--- src/rtl/cmp_pkg.sv ---
// cmp_pkg: shared compare width, result type and operand conditioning
package cmp_pkg;
  localparam int CMP_W = 32;
  typedef struct packed {
    logic eq;
    logic lt;
    logic gt;
  } cmp_result_t;
  function automatic logic [CMP_W-1:0] cmp_condition(logic [CMP_W-1:0] x, logic sgn);
    return {x[CMP_W-1] ^ sgn, x[CMP_W-2:0]};
  endfunction
endpackage

--- src/rtl/comparator_32bits.sv ---
// comparator_32bits: unsigned magnitude comparator
module comparator_32bits
  import cmp_pkg::*;
(
  input  logic [CMP_W-1:0] i_a,
  input  logic [CMP_W-1:0] i_b,
  output logic             o_eq,
  output logic             o_lt,
  output logic             o_gt
);
  assign o_eq = i_a == i_b;
  assign o_lt = i_a < i_b;
  assign o_gt = i_a > i_b;
endmodule

--- src/rtl/rr_arbiter.sv ---
// rr_arbiter: one-hot round-robin grant starting the search at i_ptr
module rr_arbiter #(
  parameter int N  = 4,
  parameter int IW = $clog2(N)
) (
  input  logic [N-1:0]  i_req,
  input  logic          i_en,
  input  logic [IW-1:0] i_ptr,
  output logic [N-1:0]  o_grant,
  output logic [IW-1:0] o_grant_idx
);
  logic [IW-1:0] k;
  // scan offsets from the far end down so the smallest rotated offset wins
  always_comb begin
    o_grant = '0;
    o_grant_idx = '0;
    k = '0;
    for (int i = N - 1; i >= 0; i--) begin
      k = IW'((int'(i_ptr) + i) % N);
      if (i_en && i_req[k]) begin
        o_grant = '0;
        o_grant[k] = 1'b1;
        o_grant_idx = k;
      end
    end
  end
endmodule

--- src/rtl/cmp_share_arbiter.sv ---
// cmp_share_arbiter: round-robin sharing of one comparator with a two-stage pipeline
module cmp_share_arbiter
  import cmp_pkg::*;
#(
  parameter int N_REQ = 4,
  parameter int ID_W  = $clog2(N_REQ)
) (
  input  logic                   i_clk,
  input  logic                   i_rst_n,
  input  logic [N_REQ-1:0]       i_req_valid,
  output logic [N_REQ-1:0]       o_req_ready,
  input  logic [N_REQ*CMP_W-1:0] i_req_a,
  input  logic [N_REQ*CMP_W-1:0] i_req_b,
  input  logic [N_REQ-1:0]       i_req_signed,
  output logic                   o_rsp_valid,
  input  logic                   i_rsp_ready,
  output logic [ID_W-1:0]        o_rsp_id,
  output logic                   o_rsp_eq,
  output logic                   o_rsp_lt,
  output logic                   o_rsp_gt,
  output logic                   o_busy
);
  logic adv1, adv2, s1_valid, s2_valid, c_eq, c_lt, c_gt;
  logic [ID_W-1:0] rr_ptr, gidx, s1_id, s2_id;
  logic [CMP_W-1:0] s1_a, s1_b;
  logic [CMP_W-1:0] req_a [N_REQ];
  logic [CMP_W-1:0] req_b [N_REQ];
  cmp_result_t s2_res;
  for (genvar k = 0; k < N_REQ; k++) begin : g_unpack
    assign req_a[k] = i_req_a[k*CMP_W +: CMP_W];
    assign req_b[k] = i_req_b[k*CMP_W +: CMP_W];
  end
  assign adv2 = ~s2_valid | i_rsp_ready;
  assign adv1 = ~s1_valid | adv2;
  rr_arbiter #(.N(N_REQ), .IW(ID_W)) u_arb (
    .i_req      (i_req_valid),
    .i_en       (adv1 & i_rst_n),
    .i_ptr      (rr_ptr),
    .o_grant    (o_req_ready),
    .o_grant_idx(gidx)
  );
  comparator_32bits u_cmp (
    .i_a (s1_a),
    .i_b (s1_b),
    .o_eq(c_eq),
    .o_lt(c_lt),
    .o_gt(c_gt)
  );
  // stage 1: capture the granted request with sign-conditioned operands
  always_ff @(posedge i_clk) begin
    if (!i_rst_n) begin
      s1_valid <= 1'b0;
      rr_ptr <= '0;
    end else if (adv1) begin
      s1_valid <= |o_req_ready;
      if (|o_req_ready) begin
        s1_a <= cmp_condition(req_a[gidx], i_req_signed[gidx]);
        s1_b <= cmp_condition(req_b[gidx], i_req_signed[gidx]);
        s1_id <= gidx;
        rr_ptr <= gidx == ID_W'(N_REQ - 1) ? '0 : gidx + 1'b1;
      end
    end
  end
  // stage 2: register the comparator result until the consumer takes it
  always_ff @(posedge i_clk) begin
    if (!i_rst_n) begin
      s2_valid <= 1'b0;
      s2_res <= '0;
      s2_id <= '0;
    end else if (adv2) begin
      s2_valid <= s1_valid;
      s2_res <= {c_eq, c_lt, c_gt};
      s2_id <= s1_id;
    end
  end
  assign o_rsp_valid = s2_valid;
  assign o_rsp_id = s2_id;
  assign {o_rsp_eq, o_rsp_lt, o_rsp_gt} = s2_valid ? s2_res : '0;
  assign o_busy = s1_valid | s2_valid;
endmodule
--- config.mk ---
export PLATFORM = sky130hd
export DESIGN_NAME = cmp_share_arbiter
export DESIGN_NICKNAME = d
export VERILOG_FILES = /design/src/rtl/cmp_pkg.sv /design/src/rtl/comparator_32bits.sv /design/src/rtl/rr_arbiter.sv /design/src/rtl/cmp_share_arbiter.sv
export SDC_FILE = /design/constraint.sdc
export NUM_CORES = 1
export LEC_CHECK = 0
export CORE_MARGIN = 1
export CORE_UTILIZATION = 35
export CTS_BUF_LIST = sky130_fd_sc_hd__clkbuf_4
export DETAILED_ROUTE_END_ITERATION = 16
export PLACE_DENSITY = 0.78
export SLEW_MARGIN = 20
export SYNTH_ARGS = -nofsm -noshare
export SYNTH_HDL_FRONTEND = slang
export SYNTH_SLANG_ARGS = --single-unit
--- constraint.sdc ---
create_clock -name i_clk -period 4.8 [get_ports i_clk]
set_clock_uncertainty 0.05 [all_clocks]
set_input_delay 1.2 -clock i_clk [delete_from_list [all_inputs] [get_ports i_clk]]
set_output_delay 1.2 -clock i_clk [all_outputs]
set_load 0.03 [all_outputs]
Yosys cells after proc, flatten, opt, wreduce, memory -nomap -nowiden
Index checks and enable logic that the tools add are counted.
{"block": "word_totals", "register_bits": 75, "output_inout_bits": 11, "wordCells": 82}
{"block": "op_classes", "addsub": 4, "order_cmp": 12, "n_eq_ne": 2, "mux": 34, "n_bitwise": 9, "n_reduce_logical": 11}
{"operator": "$bmux 32 s2", "count": 2}
{"operator": "$mux 32", "count": 4}
{"operator": "$eq 32x32->1", "count": 1}
{"operator": "$gt 32x32->1", "count": 1}
{"operator": "$lt 32x32->1", "count": 1}
{"operator": "$mux 4", "count": 4}
{"operator": "$lt 2x3->1 const B", "count": 5}
{"operator": "$bmux 1 s2", "count": 5}
{"operator": "$mux 2", "count": 5}
{"operator": "$mux 1", "count": 9}
{"operator": "$demux 1 s2", "count": 4}
{"operator": "$ge 2x1->1 const B", "count": 4}
{"operator": "$logic_and 1x1->1", "count": 8}
{"operator": "$add 2x1->2 const B", "count": 2}
{"operator": "$add 2x2->2 const B", "count": 2}
{"operator": "$reduce_or 4->1", "count": 1}
{"operator": "$ge 3x3->1 const B", "count": 1}
{"operator": "$mux 3", "count": 1}
{"operator": "$not 2->3", "count": 1}
{"operator": "$or 1x1->1", "count": 3}
{"operator": "$reduce_and 3->1", "count": 1}
{"operator": "$eq 2x2->1 const B", "count": 1}
{"operator": "$not 1->1", "count": 2}
{"operator": "$reduce_and 2->1", "count": 1}
{"operator": "other kinds (2)", "count": 3}

Depth between registers and ports, before layout
Gate-level depths: netlist of run 1.
{"block": "depth", "ltp_word": 14, "ltp_mapped": 12}

Cells and area by module
Synthesis of run 1 repeated with hierarchy kept, for this count alone.
{"block": "unflattened", "cells_unflattened": 380, "hier_area_um2": 5521.5}
{"module": "cmp_share_arbiter", "instances": 1, "cells_per_inst": 189, "area_each_um2": 4106.4}
{"module": "comparator_32bits", "instances": 1, "cells_per_inst": 114, "area_each_um2": 850.8}
{"module": "rr_arbiter", "instances": 1, "cells_per_inst": 77, "area_each_um2": 564.3}

Worst setup path after synthesis of run 1
OpenSTA, ideal clock, no wires.
{"block": "synth_timing", "path_type": "input -> output", "start": "input i_req_valid[2]", "end": "output o_req_ready[2]", "arrival_ps": 2637, "required_time_ps": 3550, "path_slack_ps": 913, "cell_stages": 6, "path_cell_list": "buf_4 mux4_2 nand3b_1 a221oi_1 a31oi_1 inv_1"}
{"block": "synth_between", "elab_chain_cells": 7, "word_cells_on_any_way": 16, "cone_classes": "12 x mux; 4 x reduce/logical"}
{"element": "from (decl)", "line_no": "cmp_share_arbiter.sv:10", "source": "input logic [N_REQ-1:0] i_req_valid,"}
{"element": "$bmux 1 s2", "line_no": "rr_arbiter.sv:20", "source": "if (i_en && i_req[k]) begin"}
{"element": "$mux 1 (not written as such)", "line_no": "rr_arbiter.sv:20"}
{"element": "$logic_and 1x1->1", "line_no": "rr_arbiter.sv:20"}
{"element": "$mux 4 (3 in a row)", "line_no": "rr_arbiter.sv:20"}
{"element": "$mux 4 (*)", "line_no": "rr_arbiter.sv:20"}
{"element": "to (decl)", "line_no": "cmp_share_arbiter.sv:11", "source": "output logic [N_REQ-1:0] o_req_ready,"}
Mark *: on every way between the ends. The rest lies on a longest branch, timed or not. The select of a mux whose other input is x is not followed.

Final worst setup path of run 1
Same ends and word-level chain as after synthesis.

==> summary.txt, run 1 <==
Worst setup path
  • Worst Setup EP: o_req_ready[2]
  • Worst path top cell family by delay: buffers and inverters
  • Maximum fanout along the worst path: 10
  • Worst r2r dst: s1_b[19]
  • R2R depth: 9
  • CP Capture Type: output pin
  • R2r setup slk: 1.21 ns
  • R2R Path Start: rr_ptr[0]
  • CP Cell Sequence: clkdlybuf4s50_1 -> mux4_2 -> nand3b_1 -> a221oi_1 -> a31oi_1 -> inv_1 -> buf_4
  • Worst EP arrival: 3.28 ns
  • CP max stage delay: 0.64 ns
  • CP startpoint: i_req_valid[2]
  • Critical Path Start Type: primary input
  • Required time of the critical path: 3.55 ns
  • WP depth: 7
  • CP max stage cell: mux4_2
  • Setup CP Type: primary input to output pin
  • Buf/Inv on CP: 3

Clock tree
  • TritonCTS clock tree: yes
  • CTS sink cnt: 75
  • Num CTS Buffers: 9
  • H-tree depth: 3
  • CTS max path bufs: 2
  • Clk Latency, worst-skew pair: 0.43 ns
  • Root buffer selected by CTS: clkbuf_4
  • Clock slew at reported path FFs: 0.11 ns
  • # hold bufs at CTS: 0

GRT
  • Largest net degree at the start of global routing: 67
  • Vias in the first global route: 4829
  • GRT Total Usage: 16.82%
  • First-pass GRT wire length: 23310 um
  • Initial antenna violation count: 1
  • Total grt overflow: 0

Timing
  • Final hold viol count: 0
  • Fin crit period: 4.529 ns
  • Pins Over Slew Limit: 0
  • Final Setup Violations: 0
  • Setup TNS: 0 ns
  • Period utilization: 94.35%
  • Final hold slack: 0.4124 ns
  • RSZ-0062 raised after global routing: no
  • Worst Max-Slew Pin Slew: 0.5384 ns
  • Slew HR: 64.03%
  • Highest Clock Rate: 0.2208 GHz

Detailed routing
  • Remaining antenna violation count after routing: 0
  • Drt pass-1 iters: 4
  • Drt via density: 4.824
  • Remaining DRCs: 0
  • Via Count: 4863
  • Drt first-iter violations: 121
  • Routed wire length: 14570 um
  • DR WL/cell: 14.46 um

Floorplan
  • Die Wd: 133.2 um
  • Core area: 0.01670 sq mm
  • Initial Util: 36.06%
  • # rows: 47
  • Die H: 133.2 um
  • Die area: 0.01773 sq mm
  • Boundary Pins: 278

Run
  • Max cap viols: 0

Finish
  • Commonest cells after routing, fill and taps aside: clkdlybuf4s50_1 (273), mux2i_1 (198), edfxtp_1 (66), inv_1 (44), ha_1 (40)
  • Layout cells sized above 1: 5.845%
  • Layout area overhead: 51.28%
  • # fillers: 1513
  • Commonest non-fill, non-tap cell in the layout: clkdlybuf4s50_1
  • Final net count: 1089

Pwr
  • Pleak: 3.499 nW
  • Total power: 0.004197 W
  • Power per Cell Area: 460.7 mW/mm^2
  • Worst vdd ir: 0.0003607 V

Logic synthesis
  • Synthesized area: 0.006022 sq mm
  • Seq/Total Area, Yosys: 35.90%
  • Asr flop ratio synth: 0%
  • YS warnings: 0
  • Number of flops mapped to enable cells by yosys: 66
  • Seq cells post-synth: 75
  • Syn avg cell area: 11.74 sq um
  • Yosys cell types: 55
  • Syn Nets: 820
  • Synth Instances: 513
  • Ys flop type: edfxtp_1

Placed design
  • RePlAce Congestion: 0.8696
  • DP HPWL: 11910 um
  • Count of buffers from port buffering: 277

Status
  • Result of the run: finished clean

Min path
  • Worst min-delay path class: flop to flop
-- cells by family (layout without fill, tap and decap cells) --
logic type               count (synthesis)  in the layout  share of synthesized area (%)
multiplexers                           202            202                          34.22
flip-flops                              75             75                          35.90
buffers and inverters                   72            346                          7.210
AND/OR/NAND/NOR                         59             59                          6.129
AO/OA/AOI/OAI                           56             56                          6.919
adder cells (fa/ha/maj)                 40             40                          8.311
XOR/XNOR                                 9              9                          1.309
other                                    0              1                              0
-- worst min-delay path by stage --
| stage | from | end | slack, ns | cells after the start |
|---|---|---|---|---|
| 2_1_floorplan | s2_res[2] | s2_res[2] | 0.38 | 2 |
| 3_3_place_gp | s2_res[2] | s2_res[2] | 0.40 | 2 |
| 3_5_place_dp | s2_res[2] | s2_res[2] | 0.40 | 2 |
| 4_1_cts | s2_res[2] | s2_res[2] | 0.42 | 2 |
| 5_1_grt | s2_res[2] | s2_res[2] | 0.43 | 2 |
| 6_report | s2_res[2] | s2_res[2] | 0.41 | 2 |
-- cell usage after synthesis (all sizes together), types with 5 or more instances --
| cell type | number | area (sq um) |
|---|---|---|
| a31oi | 5 | 31.28 |
| a21o | 14 | 105.1 |
| nand4 | 6 | 37.54 |
| a21oi | 13 | 80.08 |
| nand3b | 6 | 45.04 |
| mux2i | 198 | 1982 |
| dfxtp | 9 | 180.2 |
| inv | 46 | 175.2 |
| o21ai | 6 | 33.78 |
| nand2 | 6 | 22.52 |
| ha | 40 | 500.5 |
| edfxtp | 66 | 1982 |
| nor2 | 11 | 43.80 |
| xor2 | 8 | 70.07 |
| buf | 25 | 255.2 |
-- where the power goes --
| part | switching [W] | leakage, nW | internal [W] |
|---|---|---|---|
| registers | 0.000131 | 0.714 | 0.00123 |
| clock network | 0.000213 | 0.106 | 0.000319 |
| logic | 0.00120 | 2.68 | 0.00111 |
-- sequential cells by signal, summed over array words and instances (netlist names) --
register and flops:
s1_b 32, s1_a 32, o_rsp_id 2, s1_valid 1, rr_ptr 2, o_rsp_valid 1, s1_id 2, s2_res 3
-- metal layers --
| layer | track usage, % | vias to the layer above | part of all wire (%) |
|---|---|---|---|
| met1 | 19.80 | 2209 | 41 |
| met4 | 6.250 | 0 | 1.1 |
| met5 | 0 | - | 0 |
| met2 | 30.13 | 185 | 51 |
| li1 | - | 2458 | - |
| met3 | 3.387 | 11 | 6.8 |
-- through the flow --
| stage | utilization [%] | instance area [sq um] | setup WS [ns] | std cells |
|---|---|---|---|---|
| 4_1_cts | 54.53 | 9106 | 0.1055 | 1007 |
| 2_1_floorplan | - | 6022 | 0.9131 | 513 |
| 5_1_grt | 54.55 | 9110 | 0.1135 | 1008 |
| 3_3_place_gp | 53.31 | 8904 | 0.3513 | 991 |
| 3_5_place_dp | 53.31 | 8904 | 0.2986 | 991 |
| 6_report | 54.55 | 9110 | 0.2714 | 1008 |
-- layout make-up --
type	count	area, sq um	share of cell area, %
clock buffers	10	75.07	0.8241
flip-flops and latches	75	2163	23.75
multi-input cells	366	3426	37.60
diodes	1	2.502	0.02747
inverters	46	175.2	1.923
clock inverters	6	127.6	1.401
repair buffers	284	2865	31.45
well taps	220	275.3	3.022
-- timing repair --
action / in CTS / in global routing
buffers inserted: 0 / 0
gates resized for setup: 0 / 1
setup endpoints to repair: 0 / 4
-- worst min-delay path, delay by kind of cell (launching register included) --
family / cells / cell delay [ns]
DFF: 1 / 0.32
buffers and inverters: 1 / 0.04
AOI/OAI and AO/OA: 1 / 0.06
(Power assumes the default switching activity.)
==> run 2: changes to the inputs <==
Settings changed: GPL_ROUTABILITY_DRIVEN set to 1, SLEW_MARGIN 20 to 25.
==> results of run 2 <==
The final DEF is identical to that of run 1; final timing and power are the same.
==> patch, RTL diff (config.mk and constraints of run 2) <==
`N_REQ`: 4 -> 2.
--- a/src/rtl/cmp_share_arbiter.sv
+++ b/src/rtl/cmp_share_arbiter.sv
@@ -3,5 +3,5 @@
   import cmp_pkg::*;
 #(
-  parameter int N_REQ = 4,
+  parameter int N_REQ = 2,
   parameter int ID_W  = $clog2(N_REQ)
 ) (
Ports: changed (6 resized); port bits go from 278 to 143. No check against the original RTL was run, so the function may have changed too.
==> patch against run 2 <==
Utilization down 2.7 points. Worst setup slack better by 390 ps. Sequential power down 45%. Final area down 37%. Synthesized area down 33%. Power down 65%. Routed wire length down 44%. Sequential cell count down 3. First-iteration DRC count down 61%. Critical path type unchanged. Highest routed layer unchanged.
==> patch: results (changes against run 2) <==
status = completed (unchanged)
register clock-pin slew on the reported worst setup and hold paths = 90 ps (was 110 ps)
gp weighted congestion = 0.7271 (was 0.8696)
wirelength, routed = 8200 um (was 14570 um)
Post-synth ARST share = 0% (unchanged)
Seq/Total Area, Yosys = 51.80% (was 35.90%)
Leak Pwr = 2.314 nW (was 3.499 nW)
CP max stage cell = clkdlybuf4s50_1 (was mux4_2)
Layout Nets = 610 (was 1089)
Flop pwr share = 50.7% (was 32.3%)
Total GRT Usage = 13.83% (was 16.82%)
Peak VDD IR = 0.1370 mV (was 0.3607 mV)
proportion of layout cells with a drive suffix above 1 = 19.42% (was 5.845%)
first-pass GRT wire length = 12410 um (was 23310 um)
DR iter-0 viols = 47 (was 121)
number of global-route vias before repair = 2914 (was 4829)
Post-Syn Nets = 463 (was 820)
Mapped Avg Cell Area = 13.64 um^2 (was 11.74 um^2)
detailed-routing wirelength on met1 = 3300 um (was 5958 um)
Yosys cell types = 40 (was 55)
met1 Track Usage GR = 15.04% (was 19.80%)
later-pin clock latency in the skew report = 410 ps (was 430 ps)
max layer used = met4 (unchanged)
HPWL Detailed = 6392 um (was 11910 um)
critical path peak fanout = 10 (unchanged)
multiplexer area fraction after synthesis = 19.14% (was 34.22%)
Port Buffer Count = 142 (was 277)
total chip power = 1.481 mW (was 4.197 mW)
largest cells by area after synthesis = edfxtp_1, mux2_2, ha_1 (was edfxtp_1, mux2i_1, ha_1)
drt first pass iters = 4 (unchanged)
GR met3 Demand/Resource = 3.260% (was 3.387%)
M2 GR Usage = 25.92% (was 30.13%)
Arr. time, crit path = 2890 ps (was 3280 ps)
fill count = 993 (was 1513)
placed cells = 572 (was 991)
routed wl met2 = 4309 um (was 7463 um)
NetSw = 0.3255 mW (was 1.542 mW)
Worst Hold Class = flop to flop (unchanged)
Post-Synth Adder-Cell Area = 9.913% (was 8.311%)
worst stage delay on the critical path = 700 ps (was 640 ps)
Synth Area in Compound Gates = 6.103% (was 6.919%)
initial antenna violation count = 0 (was 1)
Routed wire per std cell = 13.95 um (was 14.46 um)
Worst slew margin = 38.77% (was 64.03%)
Post-synth EDFFs = 65 (was 66)
synth cell count leaders = edfxtp_1, mux2_2, inv_1 (was mux2i_1, edfxtp_1, inv_1)
cts bufs inserted = 9 (unchanged)
dpl cell area = 0.005564 mm^2 (was 0.008904 mm^2)
xor/xnor share of the synthesized area = 0.8674% (was 1.309%)
Vias/cell = 4.736 (was 4.824)
Ant. Diodes = 0 (was 1)
comb pwr = 0.306 mW (was 2.31 mW)
met3 routed WL = 504 um (was 985 um)
patch: changes by cell type in the layout (fill, tap and decap cells not counted), moves of 5 or more:
cell / before / now
mux2_4: 0 / 20
nor2_1: 10 / 5
nand2_1: 6 / 15
mux2i_1: 198 / 0
a21o_1: 14 / 0
xor2_1: 8 / 2
nand3b_1: 6 / 0
ha_1: 40 / 32
mux2_2: 1 / 42
clkdlybuf4s50_1: 273 / 142
inv_1: 44 / 34
patch: stage by stage:
step | hold WS [ps] | setup slack (ps)
floorplan | 382.0 | 65.93
global placement | 410.0 | 714.3
detailed placement | 412.0 | 679.3
CTS | 425.9 | 667.2
global route | 433.3 | 587.5
finish | 421.0 | 660.3
patch: cell families (layout without fill, tap and decap cells):
kind of cell | Yosys count | after routing
compound gates | 35 | 35
xor+xnor | 4 | 4
fa+ha+maj | 32 | 32
buf+inv | 43 | 195
flops | 72 | 72
mux | 62 | 62
simple gates | 48 | 48
patch: path summary, 6_finish.rpt:
| check | from | endpoint | slack [ps] | depth (start not counted) |
|---|---|---|---|---|
| max reg2reg | o_rsp_valid | s1_a[23] | 2340 | 5 |
| min reg2reg | s2_res[1] | s2_res[1] | 420 | 2 |
| min | s2_res[1] | s2_res[1] | 420 | 2 |
| max | i_rst_n | o_req_ready[0] | 660 | 4 |
patch: final cells by class:
| cell class | instances | area [um^2] | share of cell area (%) |
|---|---|---|---|
| Sequential cell | 72 | 2092 | 36.55 |
| Multi-Input combinational cell | 181 | 1725 | 30.15 |
| Timing Repair Buffer | 145 | 1444 | 25.23 |
| Tap cell | 140 | 175.2 | 3.061 |
| Inverter | 34 | 127.6 | 2.230 |
| Clock buffer | 12 | 90.09 | 1.574 |
| Clock inverter | 4 | 68.82 | 1.202 |
